## src/rtl/sig_frame_packer_if.sv

```systemverilog
// Byte-stream in / frame out bundle for sig_frame_packer.
// master = the environment driving bytes and accepting frames, slave = the packer.
interface sig_frame_packer_if;
  logic            in_valid;
  logic            in_ready;
  logic [7:0]      in_data;
  logic            in_last;
  logic            sig_a;
  logic            sig_a_rdy;
  logic [1:0]      sig_b;
  logic [0:2][7:0] sig_c;
  logic [7:0]      sig_d [3];

  modport master (
    output in_valid, in_data, in_last, sig_a_rdy,
    input  in_ready, sig_a, sig_b, sig_c, sig_d
  );

  modport slave (
    input  in_valid, in_data, in_last, sig_a_rdy,
    output in_ready, sig_a, sig_b, sig_c, sig_d
  );
endinterface

```

## src/rtl/sig_frame_packer.sv

```systemverilog
// Packs up to three stream bytes into a frame (3 bytes, in_last, or idle timeout).
// Define SIG_FRAME_PACKER_SUM_EN to build the prefix-sum adders; otherwise sig_d is 0.
module sig_frame_packer #(
  parameter logic [7:0]  PAD_BYTE = 8'h00,
  parameter int unsigned TIMEOUT  = 16
) (
  input logic               clk,
  input logic               rst_n,
  sig_frame_packer_if.slave bus
);
  localparam logic [7:0] TMO = 8'(TIMEOUT);

  typedef enum logic [1:0] {EMPTY, PART, HOLD} state_t;

  state_t          state, state_d;
  logic [1:0]      count, count_d, cnt_n;
  logic [7:0]      idle, idle_d;
  logic [0:2][7:0] lanes, lanes_n, padded;
  logic [7:0]      sum_d [3];
  logic            acc, out_free, tmo, complete, xfer;

  assign bus.in_ready = (state != HOLD);

  always_ff @(posedge clk) begin
    if (!rst_n) state <= EMPTY;
    else        state <= state_d;
  end

  always_comb begin
    acc      = bus.in_valid && (state != HOLD);
    out_free = !bus.sig_a || bus.sig_a_rdy;
    lanes_n  = lanes;
    cnt_n    = count;
    if (acc) begin
      lanes_n[count] = bus.in_data;
      cnt_n          = count + 2'd1;
    end
    // an accepted byte always beats a timeout landing on the same cycle
    tmo      = (state == PART) && !acc && (TMO != 8'd0) && (idle == TMO);
    complete = (acc && ((cnt_n == 2'd3) || bus.in_last)) || tmo;
    xfer     = 1'b0;
    state_d  = state;
    case (state)
      EMPTY, PART: begin
        if (complete) begin
          xfer    = out_free;
          state_d = out_free ? EMPTY : HOLD;
        end else if (acc) begin
          state_d = PART;
        end
      end
      HOLD: begin
        if (out_free) begin
          xfer    = 1'b1;
          state_d = EMPTY;
        end
      end
      default: state_d = EMPTY;
    endcase
    count_d = (state_d == EMPTY) ? 2'd0 : cnt_n;
    idle_d  = ((state == PART) && !acc) ? idle + 8'd1 : 8'd0;
    for (int i = 0; i < 3; i++)
      padded[i] = (2'(i) < cnt_n) ? lanes_n[i] : PAD_BYTE;
`ifdef SIG_FRAME_PACKER_SUM_EN
    sum_d[0] = padded[0];
    sum_d[1] = padded[0] + padded[1];
    sum_d[2] = padded[0] + padded[1] + padded[2];
`else
    for (int i = 0; i < 3; i++) sum_d[i] = 8'd0;
`endif
  end

  always_ff @(posedge clk) begin
    if (!rst_n) begin
      count     <= 2'd0;
      idle      <= 8'd0;
      lanes     <= '0;
      bus.sig_a <= 1'b0;
      bus.sig_b <= 2'd0;
      bus.sig_c <= '0;
      for (int i = 0; i < 3; i++) bus.sig_d[i] <= 8'd0;
    end else begin
      count <= count_d;
      idle  <= idle_d;
      lanes <= lanes_n;
      if (xfer) begin
        bus.sig_a <= 1'b1;
        bus.sig_b <= cnt_n;
        bus.sig_c <= padded;
        for (int i = 0; i < 3; i++) bus.sig_d[i] <= sum_d[i];
      end else if (bus.sig_a && bus.sig_a_rdy) begin
        bus.sig_a <= 1'b0;
      end
    end
  end
endmodule

```

## src/flat_wrapper.sv

```systemverilog
// flat-port wrapper written by rule: the top's interface ports become plain ports
module sig_frame_packer_flat 
#(
  parameter logic [7:0]  PAD_BYTE = 8'h00,
  parameter int unsigned TIMEOUT  = 16
)
  (clk, rst_n, bus_in_valid, bus_in_data, bus_in_last, bus_sig_a_rdy, bus_in_ready, bus_sig_a, bus_sig_b, bus_sig_c, bus_sig_d);
  sig_frame_packer_if bus_i ();
  input logic clk;
  input logic rst_n;
  input wire logic [$bits(bus_i.in_valid)-1:0] bus_in_valid;
  input wire logic [$bits(bus_i.in_data)-1:0] bus_in_data;
  input wire logic [$bits(bus_i.in_last)-1:0] bus_in_last;
  input wire logic [$bits(bus_i.sig_a_rdy)-1:0] bus_sig_a_rdy;
  output wire logic [$bits(bus_i.in_ready)-1:0] bus_in_ready;
  output wire logic [$bits(bus_i.sig_a)-1:0] bus_sig_a;
  output wire logic [$bits(bus_i.sig_b)-1:0] bus_sig_b;
  output wire logic [$bits(bus_i.sig_c)-1:0] bus_sig_c;
  output wire logic [$bits(bus_i.sig_d)-1:0] bus_sig_d;
  assign bus_i.in_valid = bus_in_valid;
  assign bus_i.in_data = bus_in_data;
  assign bus_i.in_last = bus_in_last;
  assign bus_i.sig_a_rdy = bus_sig_a_rdy;
  assign bus_in_ready = bus_i.in_ready;
  assign bus_sig_a = bus_i.sig_a;
  assign bus_sig_b = bus_i.sig_b;
  assign bus_sig_c = bus_i.sig_c;
  assign bus_sig_d = {>>{bus_i.sig_d}};
  sig_frame_packer #(.PAD_BYTE(PAD_BYTE), .TIMEOUT(TIMEOUT)) u_core (.clk(clk), .rst_n(rst_n), .bus(bus_i));
endmodule
```

## config.mk

```make
export PLATFORM = sky130hd
export DESIGN_NAME = sig_frame_packer_flat
export DESIGN_NICKNAME = d
export VERILOG_FILES = /design/src/rtl/sig_frame_packer_if.sv /design/src/rtl/sig_frame_packer.sv /design/src/flat_wrapper.sv
export SDC_FILE = /design/constraint.sdc
export NUM_CORES = 1
export LEC_CHECK = 0
export BUFFER_PORTS_ARGS = -buffer_cell sky130_fd_sc_hd__buf_2
export CAP_MARGIN = 30
export CORE_MARGIN = 3
export CORE_UTILIZATION = 54
export DETAILED_ROUTE_END_ITERATION = 7
export PLACE_DENSITY = 0.9
export REMOVE_ABC_BUFFERS = 1
export SYNTH_ARGS = -nofsm -noshare
export SYNTH_HDL_FRONTEND = slang
export SYNTH_SLANG_ARGS = --single-unit
```

## constraint.sdc

```tcl
create_clock -name clk -period 2.05 [get_ports clk]
set_input_delay 0.3075 -clock clk [delete_from_list [all_inputs] [get_ports clk]]
set_output_delay 0.3075 -clock clk [all_outputs]
set_load 0.05 [all_outputs]
```

# Yosys cells after proc, flatten, opt, wreduce, memory -nomap -nowiden
# Index checks and enable logic that the tools add are counted.
# W data, S select, Z words.
[totals] register_bits=63 inputBits=13 out_inout_bits=52 elab_cells=60
[op_classes] n_addsub=2 magnitude_cmp=5 eq_ne=5 muxes=18 bitwise_logic=2 n_reduce_logical=17
[ops] op="$mux W8" count=4
[ops] op="$bwmux W24" count=1
[ops] op="$mux W24" count=1
[ops] op="$demux W8 S2" count=1
[ops] op="$mux W2" count=5
[ops] op="$add A8 B1 Y8 const B" count=1
[ops] op="$eq A8 B5 Y1 const B" count=1
[ops] op="$logic_and A1 B1 Y1" count=6
[ops] op="$eq A2 B2 Y1 const B" count=2
[ops] op="$logic_not A2 Y1" count=2
[ops] op="$lt A1 B2 Y1 const A" count=2
[ops] op="$mux W1" count=4
[ops] op="$pmux W2 S2" count=1
[ops] op="$reduce_or A2 Y1" count=2
[ops] op="$ge A3 B3 Y1 const B" count=1
[ops] op="$logic_or A1 B1 Y1" count=3
[ops] op="$lt A3 B1 Y1 const B" count=1
[ops] op="$not A2 Y3" count=1
[ops] op="$add A2 B1 Y2 const B" count=1
[ops] op="$eq A2 B1 Y1 const B" count=1
[ops] op="$logic_not A1 Y1" count=2
[ops] op="$lt A2 B2 Y1 const A" count=1
[ops] op="$ne A2 B2 Y1 const B" count=1
[ops] op="$pmux W1 S2" count=1
[ops] op="3 further kinds" count=3

# Longest topological paths before layout
# Gate-level depths: netlist (run 1).
[depth] word_depth=11 mapped_depth=8 ltp_nobuf=7

# Least setup slack after synthesis (run 1)
# Ideal clock, no wire load.
[synth_timing] path_type="reg2reg" startpoint="register u_core.count[0]" endpoint="register u_core.bus.sig_c[0]" arrival_time_ps=1743 required_ps=1932 slack_ps=188 stages_incl_launch_ff=9 path_buffers=1 synth_period_minus_slack_ps=1862 path_cell_list="dfxtp_1 inv_1 ha_1 nor2b_1 o211ai_1 a31oi_4 buf_2 nand2b_1 a21boi_1"
[synth_via] elab_chain_len=8 word_cells_on_any_way=18 cone_classes="add/sub (1); order compare (3); eq/ne (1); mux (8); bitwise (1); reduce/logical (4)"
[synth_rtl] item="start: declaration" line="sig_frame_packer.sv:16" rtl="logic [1:0] count, count_d, cnt_n;"
[synth_rtl] item="start signal: assignment" line="sig_frame_packer.sv:83" rtl="count <= count_d;"
[synth_rtl] item="$add A2 B1 Y2 or $not A2 Y3 (tied branches)" line="sig_frame_packer.sv:36, sig_frame_packer.sv:35"
[synth_rtl] item="$mux W2 (tied with other cells)" line="sig_frame_packer.sv:34" rtl="if (acc) begin"
[synth_rtl] item="$eq A2 B2 Y1 or $logic_and A1 B1 Y1 (tied branches)" line="sig_frame_packer.sv:40, sig_frame_packer.sv:35"
[synth_rtl] item="$logic_or A1 B1 Y1 or $mux W8 (tied branches)" line="sig_frame_packer.sv:40, sig_frame_packer.sv:35"
[synth_rtl] item="$logic_and A1 B1 Y1 or $demux W8 S2 (tied branches)" line="sig_frame_packer.sv:40, sig_frame_packer.sv:35"
[synth_rtl] item="$logic_or A1 B1 Y1 or $bwmux W24 (tied branches)" line="sig_frame_packer.sv:40, sig_frame_packer.sv:35"
[synth_rtl] item="$mux W1 or $mux W24 (tied branches)" line="sig_frame_packer.sv:45, sig_frame_packer.sv:34"
[synth_rtl] item="$pmux W1 S2 or $mux W8 (tied branches)" line="sig_frame_packer.sv:43, sig_frame_packer.sv:63"
[synth_rtl] item="end signal: assignment" line="sig_frame_packer.sv:89" rtl="bus.sig_c <= padded;"
[synth_rtl] item="end: declaration" line="sig_frame_packer_if.sv:21" rtl="output in_ready, sig_a, sig_b, sig_c, sig_d"
# Several ways; a longest one is shown, not always the timed one.
# A chain may end at the register's enable or synchronous reset.

# Worst setup path after layout (run 1)
[layout_timing] startpoint="register u_core.count[1]" endpoint="register u_core.bus.sig_c[19]"
# The elaborated chain is that of the path after synthesis.

==> report_table.html, run 1 <==
<table>
<tr><th>Metric</th><th>Value</th></tr>
<tr><th colspan="2">Outcome</th></tr>
<tr><td>Outcome</td><td>completed</td></tr>
<tr><th colspan="2">Cells and area</th></tr>
<tr><td>Count of placed standard cells in the final layout, fillers left out</td><td>about 410</td></tr>
<tr><td>Fin util</td><td>between 60% and 70%</td></tr>
<tr><td>Net count of the finished layout</td><td>around 350</td></tr>
<tr><td>Ratio of cells with drive above 1 in the final layout</td><td>approximately 29%</td></tr>
<tr><td>Ant. Diodes</td><td>0</td></tr>
<tr><td>Area Growth Syn to Fin</td><td>17.9%</td></tr>
<tr><th colspan="2">Placed design</th></tr>
<tr><td>Worst slack at placement</td><td>-0.0129 ns</td></tr>
<tr><td>Gpl congestion</td><td>between 0.8 and 0.9</td></tr>
<tr><td>DP Wirelength</td><td>3.69 mm</td></tr>
<tr><td>Cell count after placement</td><td>around 380</td></tr>
<tr><td>Quantity of I/O buffers inserted on ports</td><td>40</td></tr>
<tr><th colspan="2">Timing</th></tr>
<tr><td>Fmax</td><td>between 400 and 500 MHz</td></tr>
<tr><td>Final setup viols</td><td>0</td></tr>
<tr><td>Fin crit period</td><td>between 2 and 2.5 ns</td></tr>
<tr><td>Post-Route Hold Slack</td><td>0.299 ns</td></tr>
<tr><td>Post-route setup slack</td><td>between 0.01 and 0.015 ns</td></tr>
<tr><td>Max-Slew Margin vs Limit</td><td>a little over three fifths</td></tr>
<tr><td>Final Max Tran Viols</td><td>0</td></tr>
<tr><td>Final Cycle Share</td><td>between 90% and 100%</td></tr>
<tr><td>Worst-case clock skew</td><td>between 0.01 and 0.015 ns</td></tr>
<tr><td>Worst Tran Pin Value</td><td>0.561 ns</td></tr>
<tr><td>Hold violation count in the final report</td><td>0</td></tr>
<tr><th colspan="2">GRT</th></tr>
<tr><td>Combined global-route utilization of all metal layers</td><td>20.3%</td></tr>
<tr><td>Antenna violations before repair</td><td>0</td></tr>
<tr><td>Global-route wire length before repair</td><td>slightly below 10 mm</td></tr>
<tr><td>Pin count of the biggest net entering global routing</td><td>slightly above 40</td></tr>
<tr><td>Via count of the first global-routing pass</td><td>2,059</td></tr>
<tr><td>Congestion Overflow GR</td><td>0</td></tr>
<tr><th colspan="2">Logic synthesis</th></tr>
<tr><td>Area share of and/or/nand/nor cells after synthesis</td><td>between 20% and 30%</td></tr>
<tr><td>Complex-gate fraction of the synthesized area</td><td>roughly a tenth</td></tr>
<tr><td>Average instance area after synthesis</td><td>about 9.9 um^2</td></tr>
<tr><td>Portion of the post-synthesis area used by sequential elements</td><td>43.7%</td></tr>
<tr><td>Combinational family with the most area after synthesis</td><td>simple AND/OR/NAND/NOR gates</td></tr>
<tr><td>Post-synthesis sequential element count</td><td>between 60 and 70</td></tr>
<tr><td>Post-synthesis cell count</td><td>290</td></tr>
<tr><td>Area share of the leading cell type in the synthesized netlist</td><td>between 40% and 50%</td></tr>
<tr><td>Distinct cell type count after synthesis</td><td>35</td></tr>
<tr><td>Leading cell types by total area after synthesis</td><td>sky130_fd_sc_hd__dfxtp_1 44%, sky130_fd_sc_hd__mux2_2 7.8%, sky130_fd_sc_hd__buf_4 6.5%</td></tr>
<tr><td>Adder-cell share of the synthesized area</td><td>under 10%</td></tr>
<tr><td>Mapped cell area</td><td>0.00289 mm^2</td></tr>
<tr><td>Synth area leader</td><td>sky130_fd_sc_hd__dfxtp_1</td></tr>
<tr><td>Proportion of synthesized area in mux cells</td><td>under 10%</td></tr>
<tr><td>Count of synthesis-stage warnings from yosys</td><td>0</td></tr>
<tr><td>Xor and xnor fraction of the mapped netlist area</td><td>between 2 and 2.5%</td></tr>
<tr><th colspan="2">Worst setup path</th></tr>
<tr><td>Crit Path Class</td><td>flop to flop</td></tr>
<tr><td>Kind of end point of the critical path</td><td>flop</td></tr>
<tr><td>Path depth of the worst reg2reg path</td><td>9</td></tr>
<tr><td>Required time worst endpoint</td><td>2.31 ns</td></tr>
<tr><td>Reg-to-reg slack, setup</td><td>between 0.01 and 0.015 ns</td></tr>
<tr><td>Worst Setup Start Kind</td><td>flop</td></tr>
<tr><td>Largest fanout on the critical path</td><td>7</td></tr>
<tr><td>Critical Path AT</td><td>between 2 and 2.5 ns</td></tr>
<tr><th colspan="2">Power</th></tr>
<tr><td>Cell area power density</td><td>814 mW/mm^2</td></tr>
<tr><td>Maximum vdd ir drop</td><td>643 uV</td></tr>
<tr><td>Leakage power total</td><td>around 1.4 nW</td></tr>
<tr><td>Final Power</td><td>2.77 mW</td></tr>
<tr><th colspan="2">Routing</th></tr>
<tr><td>Routed vias</td><td>about 2.1k</td></tr>
<tr><td>Routed Antenna Nets</td><td>0</td></tr>
<tr><td>Drc violations</td><td>0</td></tr>
<tr><td>Drt via density</td><td>around 5.2</td></tr>
<tr><td>Post-DR wirelength/cell</td><td>roughly 16 um</td></tr>
<tr><td>First-pass iteration count of the detailed router</td><td>4</td></tr>
<tr><td>Routed wire length</td><td>6.35 mm</td></tr>
<tr><td>DRC marker count from the first detailed-route iteration</td><td>~140</td></tr>
<tr><th colspan="2">Floorplan</th></tr>
<tr><td>Die area</td><td>about 0.0063 mm^2</td></tr>
<tr><td>Initial cell density of the core</td><td>58.4%</td></tr>
<tr><td>Width of the die</td><td>~80 um</td></tr>
<tr><td>Top-level port count</td><td>between 60 and 70</td></tr>
<tr><td>Number of placement rows</td><td>25</td></tr>
<tr><td>Die extent in y</td><td>a little under 80 um</td></tr>
<tr><td>Area of the core</td><td>around 0.005 mm^2</td></tr>
<tr><th colspan="2">Clocking</th></tr>
<tr><td>Clock H-tree levels</td><td>3</td></tr>
<tr><td>Clock-pin slew on the worst setup and hold paths</td><td>approximately 0.07 ns</td></tr>
<tr><td>CTS buffer count</td><td>9</td></tr>
<tr><td>Clk buf depth</td><td>2</td></tr>
<tr><td>Library cell used as clock root buffer</td><td>sky130_fd_sc_hd__clkbuf_8</td></tr>
<tr><td>CTS Hold Bufs</td><td>0</td></tr>
<tr><td>Clock Latency Late Sink</td><td>0.34 ns</td></tr>
<tr><td>CTS sink count</td><td>63</td></tr>
<tr><td>Clock tree from TritonCTS</td><td>done</td></tr>
<tr><th colspan="2">Run</th></tr>
<tr><td>Max-cap viol count</td><td>0</td></tr>
<tr><th colspan="2">Min path</th></tr>
<tr><td>WHS Path Cells</td><td>3</td></tr>
<tr><td>Hold WC Path Type</td><td>primary input to flop</td></tr>
</table>
-- logic make-up (layout without fill, tap and decap cells) --
| group | after synthesis | count (layout) |
|---|---|---|
| buffers and inverters | 47 | 73 |
| adder cells (fa/ha/maj) | 5 | 5 |
| other | 1 | 24 |
| XOR/XNOR | 7 | 7 |
| multiplexers | 25 | 25 |
| AND/OR/NAND/NOR | 107 | 107 |
| AO/OA/AOI/OAI | 35 | 35 |
| flip-flops | 63 | 63 |
-- report_power, final --
group,internal (mW),total [mW],switching (mW)
logic,0.127,0.376,0.249
clock network,0.658,1.13,0.474
registers,1.25,1.26,0.0112
total,2.03,2.77,0.734
-- critical path: stages, from the launching register on --
cell and delay (ns):
sky130_fd_sc_hd__dfxtp_1 0.35, sky130_fd_sc_hd__inv_1 0.12, sky130_fd_sc_hd__ha_4 0.30, sky130_fd_sc_hd__nor2b_4 0.16, sky130_fd_sc_hd__o211ai_1 0.17, sky130_fd_sc_hd__a31oi_4 0.25
sky130_fd_sc_hd__buf_12 0.16, sky130_fd_sc_hd__buf_12 0.13, sky130_fd_sc_hd__nand3_1 0.11, sky130_fd_sc_hd__a21boi_1 0.20
-- metrics by stage --
step	area, um^2	TNS (ns)
5_1_grt	3400	-0.414
6_report	3400	0
2_1_floorplan	2690	-2.17
4_1_cts	3280	0
3_5_place_dp	3020	-0.0129
3_3_place_gp	3020	0
-- cells in the mapped netlist --
| library cell | n |
|---|---|
| sky130_fd_sc_hd__a21boi_1 | 24 |
| sky130_fd_sc_hd__a21oi_1 | 2 |
| sky130_fd_sc_hd__a31o_2 | 1 |
| sky130_fd_sc_hd__a31oi_1 | 2 |
| sky130_fd_sc_hd__a31oi_4 | 1 |
| sky130_fd_sc_hd__a32o_1 | 1 |
| sky130_fd_sc_hd__and2_1 | 20 |
| sky130_fd_sc_hd__and3_1 | 7 |
| sky130_fd_sc_hd__buf_2 | 6 |
| sky130_fd_sc_hd__buf_4 | 25 |
| sky130_fd_sc_hd__buf_6 | 3 |
| sky130_fd_sc_hd__clkbuf_1 | 7 |
| sky130_fd_sc_hd__conb_1 | 1 |
| sky130_fd_sc_hd__dfxtp_1 | 63 |
| sky130_fd_sc_hd__ha_1 | 5 |
| sky130_fd_sc_hd__inv_1 | 6 |
| sky130_fd_sc_hd__mux2_2 | 20 |
| sky130_fd_sc_hd__mux2i_1 | 5 |
| sky130_fd_sc_hd__nand2_1 | 4 |
| sky130_fd_sc_hd__nand2b_1 | 26 |
| sky130_fd_sc_hd__nand3_1 | 23 |
| sky130_fd_sc_hd__nand3_2 | 1 |
| sky130_fd_sc_hd__nand3b_1 | 4 |
| sky130_fd_sc_hd__nor2_1 | 9 |
| sky130_fd_sc_hd__nor2b_1 | 8 |
| sky130_fd_sc_hd__nor3_1 | 1 |
| sky130_fd_sc_hd__nor3b_1 | 1 |
| sky130_fd_sc_hd__nor3b_2 | 1 |
| sky130_fd_sc_hd__nor4b_1 | 1 |
| sky130_fd_sc_hd__nor4b_4 | 1 |
| sky130_fd_sc_hd__o211a_1 | 2 |
| sky130_fd_sc_hd__o211ai_1 | 1 |
| sky130_fd_sc_hd__o21a_1 | 1 |
| sky130_fd_sc_hd__xnor2_1 | 5 |
| sky130_fd_sc_hd__xor2_1 | 2 |
-- state kept, by name (all words and copies together), names as in the netlist --
name	count
u_core.count	2
u_core.bus.sig_a	1
u_core.bus.sig_c	24
u_core.idle	8
u_core.lanes	24
u_core.state	2
u_core.bus.sig_b	2
-- cell usage in the layout (no fill, tap or decap), types with 2 or more instances in the layout --
master and instances:
sky130_fd_sc_hd__a31oi_4 2, sky130_fd_sc_hd__a21oi_1 2, sky130_fd_sc_hd__clkbuf_16 2, sky130_fd_sc_hd__clkinv_2 2, sky130_fd_sc_hd__mux2_2 20, sky130_fd_sc_hd__conb_1 24, sky130_fd_sc_hd__clkbuf_8 12, sky130_fd_sc_hd__buf_4 5
sky130_fd_sc_hd__and3_1 7, sky130_fd_sc_hd__nor2b_1 7, sky130_fd_sc_hd__inv_1 6, sky130_fd_sc_hd__and2_1 20, sky130_fd_sc_hd__buf_12 2, sky130_fd_sc_hd__mux2i_1 5, sky130_fd_sc_hd__nor2_1 9, sky130_fd_sc_hd__a21boi_1 23
sky130_fd_sc_hd__nand3_1 23, sky130_fd_sc_hd__buf_2 40, sky130_fd_sc_hd__ha_1 4, sky130_fd_sc_hd__xor2_1 2, sky130_fd_sc_hd__xnor2_1 5, sky130_fd_sc_hd__nand3b_1 4, sky130_fd_sc_hd__dfxtp_1 62, sky130_fd_sc_hd__o211a_1 2
sky130_fd_sc_hd__nand2_1 4, sky130_fd_sc_hd__nand2b_1 26
-- final timing paths --
check / to / start
min reg2reg: u_core.idle[0] / u_core.idle[0]
max: u_core.bus.sig_c[19] / u_core.count[1]
min: u_core.lanes[15] / bus_in_data[7]
max reg2reg: u_core.bus.sig_c[19] / u_core.count[1]
-- layout make-up --
type	instances	area, um^2
Clock buffer	13	169
Clock inverter	3	40.0
Fill cell	398	1540
Inverter	6	22.5
Multi-Input combinational cell	203	1460
Sequential cell	63	1260
Tap cell	67	83.8
Timing Repair Buffer	51	367
-- what timing repair did --
| action | 4_1_cts | 5_1_grt |
|---|---|---|
| endpoints found under the setup margin | 1 | 28 |
| cloned | 1 | 3 |
| setup buffers | 2 | 1 |
| resized for setup | 3 | 7 |
| pin swaps | 2 | 4 |
-- per-layer routing --
| layer | wire, um | vias up | GRT usage [%] | part of all wire, % |
|---|---|---|---|---|
| li1 | - | 1010 | - | - |
| met1 | 2690 | 997 | 25.4 | 42 |
| met2 | 3080 | 77 | 32.2 | 48 |
| met3 | 434 | 15 | 5.78 | 6.8 |
| met4 | 151 | 0 | 9.97 | 2.4 |
| met5 | 0 | - | 0 | 0 |
(Power assumes the default switching activity.)
==> inputs of run 2 (changes only) <==
--- a/config.mk
+++ b/config.mk
@@ -9,6 +9,8 @@
 export CAP_MARGIN = 30
+export CELL_PAD_IN_SITES_DETAIL_PLACEMENT = 0
+export CELL_PAD_IN_SITES_GLOBAL_PLACEMENT = 1
 export CORE_MARGIN = 3
-export CORE_UTILIZATION = 54
+export CORE_UTILIZATION = 41
 export DETAILED_ROUTE_END_ITERATION = 7
-export PLACE_DENSITY = 0.9
+export PLACE_DENSITY = 0.8
 export REMOVE_ABC_BUFFERS = 1
==> constraint.sdc (replaced) <==
create_clock -name clk -period 2.05 [get_ports clk]
set_input_delay 0.41 -clock clk [delete_from_list [all_inputs] [get_ports clk]]
set_output_delay 0.41 -clock clk [all_outputs]
set_load 0.05 [all_outputs]
==> run 2 against run 1 <==
- clock-buffer cell count fell by 3
- routed wire length fell by 12%
- total power rose by 0.54%
- largest power group unchanged
- sequential share of layout area rose by 0.55 points
- cell count rose by 5.9%
- via count fell by 3.3%
- worst hold slack improved by 0.093 ns
- critical endpoint is now u_core.bus.sig_c[17]
- flip-flop and latch count did not move
- critical path depth fell by 1
- register-to-register slack improved by 0.12 ns
==> report_table.html, run 2 (synthesized netlist as in run 1, its figures left out) <==
<table>
<tr><th>Metric</th><th>Value</th></tr>
<tr><th colspan="2">Placed design</th></tr>
<tr><td>Quantity of I/O buffers inserted on ports</td><td>40 (unchanged)</td></tr>
<tr><td>Worst slack at placement</td><td>0.0512 ns (was -0.0129 ns)</td></tr>
<tr><td>Cell count after placement</td><td>414 (was 383)</td></tr>
<tr><td>Area of placed instances</td><td>0.00309 mm^2 (was 0.00302 mm^2)</td></tr>
<tr><td>Gpl congestion</td><td>0.749 (was 0.824)</td></tr>
<tr><td>DP Wirelength</td><td>3.75 mm (was 3.69 mm)</td></tr>
<tr><th colspan="2">Timing</th></tr>
<tr><td>Final Cycle Share</td><td>93.6% (was 99.3%)</td></tr>
<tr><td>Hold violation count in the final report</td><td>0 (unchanged)</td></tr>
<tr><td>Post-Route Hold Slack</td><td>0.392 ns (was 0.299 ns)</td></tr>
<tr><td>Max-Slew Margin vs Limit</td><td>61.9% (was 62.5%)</td></tr>
<tr><td>Worst Tran Pin Value</td><td>0.570 ns (was 0.561 ns)</td></tr>
<tr><td>Fin crit period</td><td>1.92 ns (was 2.04 ns)</td></tr>
<tr><td>Final setup viols</td><td>0 (unchanged)</td></tr>
<tr><td>Worst-case clock skew</td><td>0.00878 ns (was 0.0116 ns)</td></tr>
<tr><td>Final Max Tran Viols</td><td>0 (unchanged)</td></tr>
<tr><td>Post-route setup slack</td><td>0.132 ns (was 0.0149 ns)</td></tr>
<tr><td>Setup TNS</td><td>0 ns (unchanged)</td></tr>
<tr><td>Fmax</td><td>521 MHz (was 491 MHz)</td></tr>
<tr><th colspan="2">Worst setup path</th></tr>
<tr><td>Critical Path AT</td><td>2.18 ns (was 2.29 ns)</td></tr>
<tr><td>Worst Setup Start Kind</td><td>flop (unchanged)</td></tr>
<tr><td>Crit Path Class</td><td>flop to flop (unchanged)</td></tr>
<tr><td>Kind of end point of the critical path</td><td>flop (unchanged)</td></tr>
<tr><td>Largest fanout on the critical path</td><td>31 (was 7)</td></tr>
<tr><td>Cell with the largest stage delay on the worst path</td><td>sky130_fd_sc_hd__dfxtp_1 (unchanged)</td></tr>
<tr><td>Cell chain of the critical path</td><td>inv_1, ha_4, nor2b_2, o211ai_1, a31oi_4, buf_12, nand2b_1, a21boi_1 (was inv_1, ha_4, nor2b_4, o211ai_1, a31oi_4, buf_12, buf_12, nand3_1, a21boi_1)</td></tr>
<tr><td>Number of buffers and inverters on the critical path</td><td>2 (was 3)</td></tr>
<tr><td>Cell type group with the largest total delay on the critical path</td><td>compound AO/OA/AOI/OAI gates (unchanged)</td></tr>
<tr><td>Stage delay of the slowest cell on the critical path</td><td>0.32 ns (was 0.35 ns)</td></tr>
<tr><td>Required time worst endpoint</td><td>2.32 ns (was 2.31 ns)</td></tr>
<tr><th colspan="2">Floorplan</th></tr>
<tr><td>Number of placement rows</td><td>29 (was 25)</td></tr>
<tr><td>Top-level port count</td><td>65 (unchanged)</td></tr>
<tr><td>Initial cell density of the core</td><td>43.9% (was 58.4%)</td></tr>
<tr><td>Width of the die</td><td>89.9 um (was 79.1 um)</td></tr>
<tr><td>Die extent in y</td><td>89.9 um (was 79.1 um)</td></tr>
<tr><td>Area of the core</td><td>0.00657 mm^2 (was 0.00494 mm^2)</td></tr>
<tr><td>Die area</td><td>0.00808 mm^2 (was 0.00626 mm^2)</td></tr>
<tr><th colspan="2">GRT</th></tr>
<tr><td>Congestion Overflow GR</td><td>0 (unchanged)</td></tr>
<tr><td>Pin count of the biggest net entering global routing</td><td>40 (was 41)</td></tr>
<tr><td>Antenna violations before repair</td><td>0 (unchanged)</td></tr>
<tr><td>Combined global-route utilization of all metal layers</td><td>14.3% (was 20.3%)</td></tr>
<tr><td>Global-route wire length before repair</td><td>9.25 mm (was 9.72 mm)</td></tr>
<tr><td>Via count of the first global-routing pass</td><td>1,940 (was 2,059)</td></tr>
<tr><th colspan="2">Clocking</th></tr>
<tr><td>Clock H-tree levels</td><td>3 (unchanged)</td></tr>
<tr><td>Clock tree from TritonCTS</td><td>done (unchanged)</td></tr>
<tr><td>Library cell used as clock root buffer</td><td>sky130_fd_sc_hd__clkbuf_8 (unchanged)</td></tr>
<tr><td>CTS sink count</td><td>63 (unchanged)</td></tr>
<tr><td>Clock Latency Late Sink</td><td>0.34 ns (about the same)</td></tr>
<tr><td>CTS buffer count</td><td>9 (unchanged)</td></tr>
<tr><td>Setup Buffers After CTS</td><td>0 (was 2)</td></tr>
<tr><td>Clk buf depth</td><td>2 (unchanged)</td></tr>
<tr><td>Clock-pin slew on the worst setup and hold paths</td><td>0.07 ns (about the same)</td></tr>
<tr><th colspan="2">Cells and area</th></tr>
<tr><td>Fin util</td><td>50.9% (was 68.8%)</td></tr>
<tr><td>Ratio of cells with drive above 1 in the final layout</td><td>27.6% (was 28.6%)</td></tr>
<tr><td>Leading cell type in the layout, fill and taps excluded</td><td>sky130_fd_sc_hd__dfxtp_1 (unchanged)</td></tr>
<tr><td>Top library cells by usage in the layout, fill and taps aside</td><td>62 x sky130_fd_sc_hd__dfxtp_1, 40 x sky130_fd_sc_hd__buf_2, 26 x sky130_fd_sc_hd__nand2b_1, 24 x sky130_fd_sc_hd__a21boi_1, 24 x sky130_fd_sc_hd__conb_1 (was 62 x sky130_fd_sc_hd__dfxtp_1, 40 x sky130_fd_sc_hd__buf_2, 26 x sky130_fd_sc_hd__nand2b_1, 24 x sky130_fd_sc_hd__conb_1)</td></tr>
<tr><td>Count of placed standard cells in the final layout, fillers left out</td><td>430 (was 406)</td></tr>
<tr><td>Largest registers</td><td>u_core.bus.sig_c x24, u_core.lanes x24, u_core.idle x8 (unchanged)</td></tr>
<tr><td>Area Growth Syn to Fin</td><td>16.0% (was 17.9%)</td></tr>
<tr><td>Net count of the finished layout</td><td>350 (was 352)</td></tr>
<tr><td>Ant. Diodes</td><td>0 (unchanged)</td></tr>
<tr><td>Cell area after layout</td><td>0.00335 mm^2 (was 0.00340 mm^2)</td></tr>
<tr><th colspan="2">Power</th></tr>
<tr><td>Leakage power total</td><td>1.40 nW (was 1.44 nW)</td></tr>
<tr><td>Cell area power density</td><td>832 mW/mm^2 (was 814 mW/mm^2)</td></tr>
<tr><td>Maximum vdd ir drop</td><td>514 uV (was 643 uV)</td></tr>
<tr><td>Final Power</td><td>2.78 mW (was 2.77 mW)</td></tr>
<tr><th colspan="2">Routing</th></tr>
<tr><td>Routed vias</td><td>2,029 (was 2,099)</td></tr>
<tr><td>Drt via density</td><td>4.72 (was 5.17)</td></tr>
<tr><td>Routed Antenna Nets</td><td>0 (unchanged)</td></tr>
<tr><td>DRC marker count from the first detailed-route iteration</td><td>96 (was 138)</td></tr>
<tr><td>Routed wire length</td><td>5.62 mm (was 6.35 mm)</td></tr>
<tr><td>Post-DR wirelength/cell</td><td>13.1 um (was 15.6 um)</td></tr>
<tr><td>First-pass iteration count of the detailed router</td><td>4 (unchanged)</td></tr>
<tr><td>Drc violations</td><td>0 (unchanged)</td></tr>
<tr><th colspan="2">Run</th></tr>
<tr><td>Max-cap viol count</td><td>0 (unchanged)</td></tr>
<tr><th colspan="2">Outcome</th></tr>
<tr><td>Outcome</td><td>completed (unchanged)</td></tr>
<tr><th colspan="2">Min path</th></tr>
<tr><td>Hold WC Path Type</td><td>primary input to flop (unchanged)</td></tr>
</table>
run 2: layout make-up:
cell class	count	area (um^2)
clock buffer	10	128
clock inverter	6	92.6
fill	627	3220
inverter	6	22.5
multi-input combinational	203	1430
sequential	63	1260
tap	93	116
timing repair buffer	49	293
run 2: layer usage:
layer	part of all wire (%)	GRT usage, %
met5	0	0
met4	0.93	4.97
met3	5.3	5.93
met2	47	22.8
met1	46	17.4
run 2: power breakdown:
| part | total (mW) | internal, mW | switching [mW] |
|---|---|---|---|
| registers | 1.26 | 1.25 | 0.0101 |
| clock network | 1.20 | 0.691 | 0.505 |
| logic | 0.328 | 0.0994 | 0.229 |
| total | 2.78 | 2.04 | 0.744 |
run 2: worst reg2reg max path: stages (launching register included):
cell and delay [ns]:
sky130_fd_sc_hd__dfxtp_1 0.32, sky130_fd_sc_hd__inv_1 0.16, sky130_fd_sc_hd__ha_4 0.24, sky130_fd_sc_hd__nor2b_2 0.16, sky130_fd_sc_hd__o211ai_1 0.30, sky130_fd_sc_hd__a31oi_4 0.18
sky130_fd_sc_hd__buf_12 0.20, sky130_fd_sc_hd__nand2b_1 0.16, sky130_fd_sc_hd__a21boi_1 0.13
run 2: timing repair:
| item | in CTS | in global routing |
|---|---|---|
| hold buffers | 0 | 0 |
| resized for setup | 0 | 7 |
| setup endpoints to repair | 0 | 23 |
run 2: path summary, 6_finish.rpt:
kind | cells past startpoint | to | from | slack (ns)
worst max-delay path | 8 | u_core.bus.sig_c[17] | u_core.count[1] | 0.13
worst min-delay path | 3 | u_core.lanes[15] | bus_in_data[7] | 0.39
worst max register to register | 8 | u_core.bus.sig_c[17] | u_core.count[1] | 0.13
worst min register to register | 2 | u_core.bus.sig_c[11] | u_core.bus.sig_c[11] | 0.46
